<file path="config.mk">
export PLATFORM = sky130hd
export DESIGN_NAME = jtframe_tdm_mixer
export DESIGN_NICKNAME = d
export VERILOG_FILES = /design/src/rtl/jtframe_mixer_pkg.sv /design/src/rtl/jtframe_mixer_sat.sv /design/src/rtl/jtframe_tdm_mixer.sv
export SDC_FILE = /design/constraint.sdc
export NUM_CORES = 1
export LEC_CHECK = 0
export CORE_AREA = 2 2 151 153
export CTS_CLUSTER_DIAMETER = 60
export DETAILED_ROUTE_END_ITERATION = 12
export DIE_AREA = 0 0 153 155
export PLACE_DENSITY = 0.8
export SLEW_MARGIN = 20
export SYNTH_ARGS = -nofsm -noshare
export SYNTH_HDL_FRONTEND = slang
export SYNTH_HIERARCHICAL = 1
export SYNTH_SLANG_ARGS = --single-unit
</file>
<file path="constraint.sdc">
create_clock -name clk -period 5.6 [get_ports clk]
set_input_delay 1.12 -clock clk [delete_from_list [all_inputs] [get_ports clk]]
set_output_delay 1.12 -clock clk [all_outputs]
set_load 0.01 [all_outputs]
</file>
<file path="src/rtl/jtframe_mixer_pkg.sv">
// rtl/jtframe_mixer_pkg.sv - shared constants, state encoding and helpers for the TDM mixer
package jtframe_mixer_pkg;

  localparam int GAIN_FRAC = 4;

  typedef enum logic [1:0] {
    ST_IDLE = 2'd0,
    ST_ACC  = 2'd1,
    ST_OUT  = 2'd2
  } mix_state_t;

  function automatic int clog2(input int n);
    int r;
    r = 0;
    while ((1 << r) < n) r = r + 1;
    return r;
  endfunction

endpackage

</file>
<file path="src/rtl/jtframe_mixer_sat.sv">
// rtl/jtframe_mixer_sat.sv - combinational signed clamp from IW bits to WOUT bits with clip flag
module jtframe_mixer_sat #(
  parameter int IW   = 25,
  parameter int WOUT = 20
) (
  input  logic [IW-1:0]   din,
  output logic [WOUT-1:0] dout,
  output logic            clip
);

  // Compare in a width that holds both ranges, so IW < WOUT also works
  localparam int MW = ((IW > WOUT) ? IW : WOUT) + 1;

  logic signed [MW-1:0] dx;
  logic signed [MW-1:0] maxv;
  logic signed [MW-1:0] minv;

  assign dx   = {{(MW-IW){din[IW-1]}}, din};
  assign maxv = {{(MW-WOUT+1){1'b0}}, {(WOUT-1){1'b1}}};
  assign minv = {{(MW-WOUT+1){1'b1}}, {(WOUT-1){1'b0}}};

  always_comb begin
    dout = dx[WOUT-1:0];
    clip = 1'b0;
    if (dx > maxv) begin
      dout = maxv[WOUT-1:0];
      clip = 1'b1;
    end else if (dx < minv) begin
      dout = minv[WOUT-1:0];
      clip = 1'b1;
    end
  end

endmodule

</file>
<file path="src/rtl/jtframe_tdm_mixer.sv">
// rtl/jtframe_tdm_mixer.sv - time-multiplexed N-channel mixer, 4.4 gains, one shared multiplier
import jtframe_mixer_pkg::*;

module jtframe_tdm_mixer #(
  parameter int CH   = 4,
  parameter int W    = 16,
  parameter int WOUT = 20
) (
  input  logic              clk,
  input  logic              rst,
  input  logic              cen,
  input  logic [CH*W-1:0]   ch,
  input  logic [CH*8-1:0]   gain,
  output logic [WOUT-1:0]   mixed,
  output logic              valid,
  output logic              clip,
  output logic              overrun
);

  localparam int ACCW = W + 9 + clog2(CH);
  localparam int SHW  = ACCW - GAIN_FRAC;
  localparam int IDXW = (clog2(CH) > 0) ? clog2(CH) : 1;

  mix_state_t state, state_nx;

  logic signed [W-1:0]    ch_r   [CH];
  logic        [7:0]      gain_r [CH];
  logic        [IDXW-1:0] idx;
  logic signed [ACCW-1:0] acc;

  logic signed [W-1:0]    ch_sel;
  logic signed [8:0]      gain_sel;
  logic signed [W+8:0]    prod;
  logic signed [SHW-1:0]  shr;
  logic        [WOUT-1:0] sat_out;
  logic                   sat_clip;
  logic                   last;

  assign ch_sel   = ch_r[idx];
  assign gain_sel = {1'b0, gain_r[idx]};
  assign prod     = gain_sel * ch_sel;
  assign last     = (idx == IDXW'(CH-1));
  assign shr      = SHW'(acc >>> GAIN_FRAC);

  jtframe_mixer_sat #(
    .IW   (SHW),
    .WOUT (WOUT)
  ) u_sat (
    .din  (shr),
    .dout (sat_out),
    .clip (sat_clip)
  );

  always_ff @(posedge clk) begin
    if (rst) state <= ST_IDLE;
    else     state <= state_nx;
  end

  always_comb begin
    state_nx = state;
    case (state)
      ST_IDLE: if (cen) state_nx = ST_ACC;
      ST_ACC:  if (last) state_nx = ST_OUT;
      ST_OUT:  state_nx = ST_IDLE;
      default: state_nx = ST_IDLE;
    endcase
  end

  // Snapshot isolates the running pass from input changes
  always_ff @(posedge clk) begin
    if (!rst && state == ST_IDLE && cen) begin
      for (int i = 0; i < CH; i++) begin
        ch_r[i]   <= ch[i*W +: W];
        gain_r[i] <= gain[i*8 +: 8];
      end
    end
  end

  always_ff @(posedge clk) begin
    if (rst) begin
      acc     <= '0;
      idx     <= '0;
      mixed   <= '0;
      valid   <= 1'b0;
      clip    <= 1'b0;
      overrun <= 1'b0;
    end else begin
      valid <= 1'b0;
      case (state)
        ST_IDLE: begin
          if (cen) begin
            acc <= '0;
            idx <= '0;
          end
        end
        ST_ACC: begin
          acc <= acc + ACCW'(prod);
          idx <= idx + IDXW'(1);
          if (cen) overrun <= 1'b1;
        end
        ST_OUT: begin
          mixed <= sat_out;
          clip  <= sat_clip;
          valid <= 1'b1;
          if (cen) overrun <= 1'b1;
        end
        default: ;
      endcase
    end
  end

endmodule

</file>
==> reports/summary.txt, run 1 <==
======================================================================================
Post-synth design cell area .............................................    11500 µm²
Worst setup SP type .....................................................     register
Setup repair after global routing missed its margin .....................          yes
Violation count after the first detailed-routing iteration ..............          667
Leftover overflow at the end of global routing ..........................            0
IO Pins .................................................................          122
Die extent in x .........................................................       153 µm
Required time of the critical path ......................................      5970 ps
Count of fill cells added during filler insertion .......................         1473
Total via count after detailed routing ..................................         8807
Number of synthesized flops with an enable pin ..........................           96
Period utilisation layout ...............................................         104%
Wire length of the first global-routing pass ............................      48.3 mm
# rows ..................................................................           55
Type of the most critical hold path ..................................... register to register
Maximum fanout count along the critical path ............................            5
Detail-routed net length per standard cell ..............................      19.8 µm
Final #Nets .............................................................         1572
Number of instances in the synthesized netlist ..........................         1042
Cell chosen for the clock root .......................................... sky130_fd_sc_hd__clkbuf_16
Most instantiated flip-flop cell in the synthesis netlist ............... sky130_fd_sc_hd__edfxtp_1
Clock insertion delay at the later pin of the skew report ...............       440 ps
Setup crit end kind .....................................................     register
Part of the Yosys area used for sequential elements .....................        34.7%
Antenna cell count ......................................................            0
F_max ...................................................................      172 MHz
Number of antenna violations at the first check in global routing .......            0
CTS tree ................................................................          yes
Arrival time at the worst endpoint ......................................      6190 ps
Pins over their slew limit ..............................................            0
Total of warnings raised by yosys .......................................            6
Final ANT Viol Nets .....................................................            0
Worst-Margin Slew .......................................................       991 ps
Max H-tree Level ........................................................            4
Cell depth of the worst hold path .......................................            2
Largest stage delay on the critical path ................................       610 ps
Overall die area ........................................................    23700 µm²
Violations in the final reports ......................................... setup timing
Non-Filler Cell Area, Final .............................................    15500 µm²
Post-Syn Nets ...........................................................         1331
Asr flop ratio synth ....................................................           0%
Vias per cell ...........................................................         5.57
List of cells traversed by the critical path ............................ buf_12 -> buf_12 -> mux4_2 -> nand2_2 -> fa_2 -> fa_1 -> inv_1 -> fa_1 -> fa_1 -> inv_1 -> fa_1 -> inv_2 -> ha_4 -> a21o_1 -> o21bai_4 -> a2111oi_4 -> o21bai_1 -> a31oi_2 -> xnor2_1 -> a21oi_1 -> o22ai_1
Setup Skew ..............................................................      15.8 ps
Commonest cells after routing, fill and taps aside ...................... sky130_fd_sc_hd__inv_1, sky130_fd_sc_hd__clkdlybuf4s50_1, sky130_fd_sc_hd__buf_4, sky130_fd_sc_hd__fa_1, sky130_fd_sc_hd__edfxtp_1
Final setup violation count .............................................           17
GRT Total Usage .........................................................        26.2%
Total count of hold-check failures in the final report ..................            0
Result of the run ....................................................... finished with violations
Vias in the first global route ..........................................         9246
Total DRC errors in the routed layout ...................................            0
Half-perimeter wire length after placement ..............................      19.3 mm
WS Path Type ............................................................ register to register
Final worst setup slack .................................................      -221 ps
GPL Wtd Cong ............................................................        0.864
Number of flip-flops and latches in the synthesized netlist .............          152
Synth-to-layout area growth .............................................        34.5%
Final period demand of the worst path ...................................      5820 ps
Critical-path top delay cell ............................................ sky130_fd_sc_hd__mux4_2
Cell seen most often among critical-path stages ......................... sky130_fd_sc_hd__fa_1
DP Area .................................................................    13700 µm²
Num CTS Buffers .........................................................           17
Leading cell type in the layout, fill and taps excluded ................. sky130_fd_sc_hd__inv_1
Clock sink total ........................................................          152
Maximum root-to-sink buffer count .......................................            2
Pin count of the biggest net entering global routing ....................           56
Number of hold-repair buffers added at the cts stage ....................            0
Port buffer count .......................................................          121
Count of TritonRoute iterations in the first routing pass ...............            6
Mean instance size in the synthesized netlist ...........................     11.1 µm²
CTS clock-pin slew for the worst setup and hold paths ...................        70 ps
Share of final-layout standard cells stronger than drive strength 1 .....        27.2%
Chip Height .............................................................       155 µm
Total Wirelength ........................................................      31.3 mm
Tightest slew margin relative to the limit ..............................        33.8%
Initial core utilization ................................................        52.0%
Number of distinct standard cells referenced by the synthesized netlist .           55
CORE AREA ...............................................................    22200 µm²
Max-capacitance violation count .........................................            0
R2R depth ...............................................................           21
======================================================================================
cell families after synthesis:
kind of cell               synth area share, %
muxes                                     6.60
and+or+nand+nor                           12.5
AOI/OAI and AO/OA                         7.73
buffers and inverters                     7.84
xor gates and xnor gates                  1.82
DFF                                       34.7
adders and majority gates                 28.8
worst paths after layout:
| kind | from | end | slack [ps] |
|---|---|---|---|
| setup / recovery | register | acc[26]$_SDFFE_PP0P_ | -220 |
| hold / removal | mixed[0]$_SDFFE_PP0P_ | mixed[0]$_SDFFE_PP0P_ | 500 |
| setup reg to reg | register | acc[26]$_SDFFE_PP0P_ | -220 |
| hold reg to reg | mixed[0]$_SDFFE_PP0P_ | mixed[0]$_SDFFE_PP0P_ | 500 |
cell type report:
cell class,count,area (µm²),area share (%)
Tap cell,285,357,2.30
Inverter,183,687,4.42
Clock buffer,17,425,2.74
Clock inverter,15,179,1.15
Sequential cell,152,4010,25.8
Timing Repair Buffer,262,2490,16.0
Multi-Input combinational cell,667,7380,47.6
critical path: cells and delay by family (launching register included):
kind            cells  cell delay [ps]
fa+ha+maj           6             2830
flops               1              400
compound gates      7             1230
xor+xnor            1              150
mux                 1              610
buf+inv             5              400
simple gates        1              130
layer usage:
metal | track usage (%) | part of all wire (%) | vias up
li1 | - | - | 3937
met1 | 32.1 | 39 | 4364
met2 | 46.7 | 51 | 404
met3 | 4.76 | 6.2 | 102
met4 | 9.30 | 3.9 | 0
met5 | 0 | 0 | -
sequential cells by signal, summed over array words and instances (netlist names), 2 cells and up, named ones only:
name / cells
state: 2
ch_r: 64
mixed: 20
gain_r: 32
acc: 27
idx: 2
repair_timing:
| action | 4_1_cts | 5_1_grt |
|---|---|---|
| gates cloned | 7 | 0 |
| endpoints found under the setup margin | 14 | 19 |
| gates resized for setup | 122 | 46 |
| pin swaps | 61 | 70 |
| setup buffers | 31 | 16 |
per-stage QoR:
stage	setup TNS (ps)	hold slack (ps)	setup WS (ps)	std cells	utilization, %
finish	-1960	498	-221	1581	69.9
global route	-5160	527	-449	1581	69.9
CTS	-364	499	-85.5	1566	68.7
detailed placement	-2390	482	-276	1496	61.5
global placement	-1650	451	-250	1496	61.5
floorplan	-129	461	-63.9	1042	-
synthesized netlist by cell type (2+ instances only):
library cell               count  area, µm²
sky130_fd_sc_hd__inv_1       183        687
sky130_fd_sc_hd__a21o_1        8       60.1
sky130_fd_sc_hd__a21oi_1      30        150
sky130_fd_sc_hd__and2_1       74        463
sky130_fd_sc_hd__fa_1        127       2540
sky130_fd_sc_hd__o21bai_1      4       30.0
sky130_fd_sc_hd__o21ai_1       5       25.0
sky130_fd_sc_hd__a22oi_1       9       67.6
sky130_fd_sc_hd__a22o_1       15        131
sky130_fd_sc_hd__nor2_1       48        180
sky130_fd_sc_hd__nor3_2       10        100
sky130_fd_sc_hd__nor4_1       22        138
sky130_fd_sc_hd__and4_1        3       26.3
sky130_fd_sc_hd__nand2_1      83        312
sky130_fd_sc_hd__nand3_1       4       20.0
sky130_fd_sc_hd__o21ai_0      11       55.1
sky130_fd_sc_hd__xnor2_1      16        140
sky130_fd_sc_hd__a21o_2        2       17.5
sky130_fd_sc_hd__nand4_1       4       25.0
sky130_fd_sc_hd__a21boi_0     19        143
sky130_fd_sc_hd__nor3_1       14       70.1
sky130_fd_sc_hd__a221oi_1      2       17.5
sky130_fd_sc_hd__ha_1         63        788
sky130_fd_sc_hd__nor2b_1       8       50.1
sky130_fd_sc_hd__buf_1         4       15.0
sky130_fd_sc_hd__a211oi_1      3       22.5
sky130_fd_sc_hd__and3_1        3       18.8
sky130_fd_sc_hd__nand2b_1      4       25.0
sky130_fd_sc_hd__clkbuf_1     20       75.1
sky130_fd_sc_hd__mux2i_1      21        210
sky130_fd_sc_hd__o21a_1        3       22.5
sky130_fd_sc_hd__buf_2        17       85.1
sky130_fd_sc_hd__dfxtp_1      56       1120
sky130_fd_sc_hd__edfxtp_1     96       2880
sky130_fd_sc_hd__mux4_2       24        541
sky130_fd_sc_hd__xor2_1        8       70.1
Power of run 1 is left out: the tool's default activity adds up to more than one toggle a clock period on the data nets, which glitch-free logic cannot reach.
==> inputs of run 2 (changes only) <==
Settings changed: CTS_CLUSTER_DIAMETER 60 to 30, REMOVE_ABC_BUFFERS set to 1.
==> run 2 against run 1 <==
  * Final cell count rose by 1.2%
  * Routed wire length rose by 1.0%
  * Critical path depth did not move
  * Final area rose by 2.2%
  * Largest cell class unchanged
  * Critical endpoint is now acc[24]$_SDFFE_PP0P_
  * The flow still finishes with violations (setup timing)
  * Non-clock buffer count rose by 19
  * Setup slack got worse by 25 ps
  * Global-route usage rose by 0.46 points
==> reports/summary.txt, run 2 (synthesis results as in run 1) <==
==================================================================================
Wire length of the first global-routing pass ........................      49.4 mm   was 48.3 mm
Total Wirelength ....................................................      31.7 mm   was 31.3 mm
Port buffer count ...................................................          121   unchanged
CTS clock-pin slew for the worst setup and hold paths ...............        70 ps   about the same
Synth-to-layout area growth .........................................        37.5%   was 34.5%
Cell chosen for the clock root ...................................... sky130_fd_sc_hd__clkbuf_16   unchanged
Final setup violation count .........................................           13   was 17
Overall die area ....................................................    23700 µm²   unchanged
Violations in the final reports ..................................... setup timing   unchanged
Violation count after the first detailed-routing iteration ..........          572   was 667
Vias in the first global route ......................................         9723   was 9246
Setup repair after global routing missed its margin .................          yes   unchanged
Worst-Margin Slew ...................................................      1000 ps   was 991 ps
# rows ..............................................................           55   unchanged
Max FFs per register ................................................           64   unchanged
Chip Height .........................................................       155 µm   unchanged
Leftover overflow at the end of global routing ......................            0   unchanged
Arrival time at the worst endpoint ..................................      6190 ps   about the same
Post-placement worst setup slack ....................................      -354 ps   was -276 ps
Pin count of the biggest net entering global routing ................           70   was 56
Final period demand of the worst path ...............................      5850 ps   was 5820 ps
Total count of hold-check failures in the final report ..............            0   unchanged
Total DRC errors in the routed layout ...............................            0   unchanged
Share of final-layout standard cells stronger than drive strength 1 .        30.7%   was 27.2%
Detail-routed net length per standard cell ..........................      19.8 µm   about the same
Setup crit end kind .................................................     register   unchanged
Result of the run ................................................... finished with violations   unchanged
Vias per cell .......................................................         5.67   was 5.57
Clock insertion delay at the later pin of the skew report ...........       450 ps   was 440 ps
Max H-tree Level ....................................................            4   unchanged
Commonest cells after routing, fill and taps aside .................. sky130_fd_sc_hd__inv_1, sky130_fd_sc_hd__clkdlybuf4s50_1, sky130_fd_sc_hd__buf_4, sky130_fd_sc_hd__fa_1, sky130_fd_sc_hd__edfxtp_1   unchanged
Final #Nets .........................................................         1591   was 1572
Final worst setup slack .............................................      -246 ps   was -221 ps
Maximum fanout count along the critical path ........................            5   unchanged
GRT Total Usage .....................................................        26.7%   was 26.2%
Required time of the critical path ..................................      5940 ps   was 5970 ps
Clock sink total ....................................................          152   unchanged
Final ANT Viol Nets .................................................            0   unchanged
Setup Skew ..........................................................      9.97 ps   was 15.8 ps
Leading cell type in the layout, fill and taps excluded ............. sky130_fd_sc_hd__inv_1   unchanged
Worst setup SP type .................................................     register   unchanged
Antenna cell count ..................................................            0   unchanged
WS Path Type ........................................................ register to register   unchanged
Tightest slew margin relative to the limit ..........................        33.0%   was 33.8%
Type of the most critical hold path ................................. register to register   unchanged
Max-capacitance violation count .....................................            0   unchanged
DP Area .............................................................    13700 µm²   about the same
Pins over their slew limit ..........................................            0   unchanged
GPL Wtd Cong ........................................................        0.885   was 0.864
Num CTS Buffers .....................................................           17   unchanged
Half-perimeter wire length after placement ..........................      19.5 mm   was 19.3 mm
F_max ...............................................................      171 MHz   was 172 MHz
Number of antenna violations at the first check in global routing ...            0   unchanged
Initial core utilization ............................................        52.0%   unchanged
Core occupancy in the finished layout ...............................        71.4%   was 69.9%
CTS tree ............................................................          yes   unchanged
Period utilisation layout ...........................................         104%   about the same
CORE AREA ...........................................................    22200 µm²   unchanged
Die extent in x .....................................................       153 µm   unchanged
IO Pins .............................................................          122   unchanged
Count of TritonRoute iterations in the first routing pass ...........            6   unchanged
Total via count after detailed routing ..............................         9067   was 8807
Register with the highest flop count ................................         ch_r   unchanged
Maximum root-to-sink buffer count ...................................            2   unchanged
Largest registers ................................................... ch_r x64, gain_r x32, acc x27   unchanged
Non-Filler Cell Area, Final .........................................    15900 µm²   was 15500 µm²
==================================================================================
-- run 2: cell types whose count changed in the layout (fill, tap and decap cells not counted), sizes merged --
cell and delta:
clkinvlp +1, buf +19, bufinv +2, inv +2, clkinv -5
-- run 2: timing repair --
| action | in CTS | in global routing |
|---|---|---|
| setup endpoints to repair | 16 | 19 |
| pin swaps | 101 | 76 |
| gates cloned | 7 | 0 |
| gates resized for setup | 154 | 81 |
| setup buffers | 51 | 12 |
| hold buffers | 0 | 0 |
-- run 2: final cells by class --
cell class	instances	area (µm²)
Fill cell	1356	6350
Inverter	183	687
Sequential cell	152	4010
Tap cell	285	357
Clock buffer	17	425
Multi-Input combinational cell	667	7540
Timing Repair Buffer	281	2680
Clock inverter	15	183
-- run 2: critical path: stages, from the launching register on --
cell and delay (ps):
sky130_fd_sc_hd__dfxtp_4 400, sky130_fd_sc_hd__buf_12 130, sky130_fd_sc_hd__buf_6 110, sky130_fd_sc_hd__buf_12 100, sky130_fd_sc_hd__mux4_2 570, sky130_fd_sc_hd__and2_4 180
sky130_fd_sc_hd__fa_1 510, sky130_fd_sc_hd__fa_1 630, sky130_fd_sc_hd__fa_2 460, sky130_fd_sc_hd__fa_1 520, sky130_fd_sc_hd__inv_1 70, sky130_fd_sc_hd__fa_1 490
sky130_fd_sc_hd__inv_1 60, sky130_fd_sc_hd__ha_4 310, sky130_fd_sc_hd__a21oi_2 70, sky130_fd_sc_hd__a21oi_2 210, sky130_fd_sc_hd__nor2_4 60, sky130_fd_sc_hd__nor4b_2 300
sky130_fd_sc_hd__a21oi_2 110, sky130_fd_sc_hd__o21ai_1 170, sky130_fd_sc_hd__xnor2_1 80, sky130_fd_sc_hd__a22o_1 190
-- run 2: final timing paths --
kind                        startpoint                   end  slack (ps)  cells after the start
hold reg to reg   overrun$_SDFFE_PP0P_  overrun$_SDFFE_PP0P_         490                      2
setup reg to reg              register  acc[24]$_SDFFE_PP0P_        -250                     21
setup / recovery              register  acc[24]$_SDFFE_PP0P_        -250                     21
hold / removal    overrun$_SDFFE_PP0P_  overrun$_SDFFE_PP0P_         490                      2
-- run 2: stage by stage --
| stage | TNS, ps | std cells | hold WS [ps] |
|---|---|---|---|
| 2_1_floorplan | -23910 | 998 | 461 |
| 3_5_place_dp | -2520 | 1501 | 485 |
| 3_3_place_gp | -1620 | 1501 | 453 |
| 4_1_cts | -459 | 1591 | 502 |
| 6_report | -1640 | 1600 | 489 |
| 5_1_grt | -3500 | 1600 | 527 |
-- run 2: layer usage --
| metal | global-route usage [%] | part of all wire [%] | vias to the layer above | routed length, µm |
|---|---|---|---|---|
| met5 | 0 | 0 | - | 0 |
| met4 | 9.17 | 3.6 | 0 | 1160 |
| met3 | 7.08 | 7.5 | 124 | 2370 |
| met2 | 47.3 | 52 | 438 | 16500 |
| met1 | 31.6 | 37 | 4520 | 11600 |
| li1 | - | - | 3985 | - |
Power of run 2 is left out for the same reason.
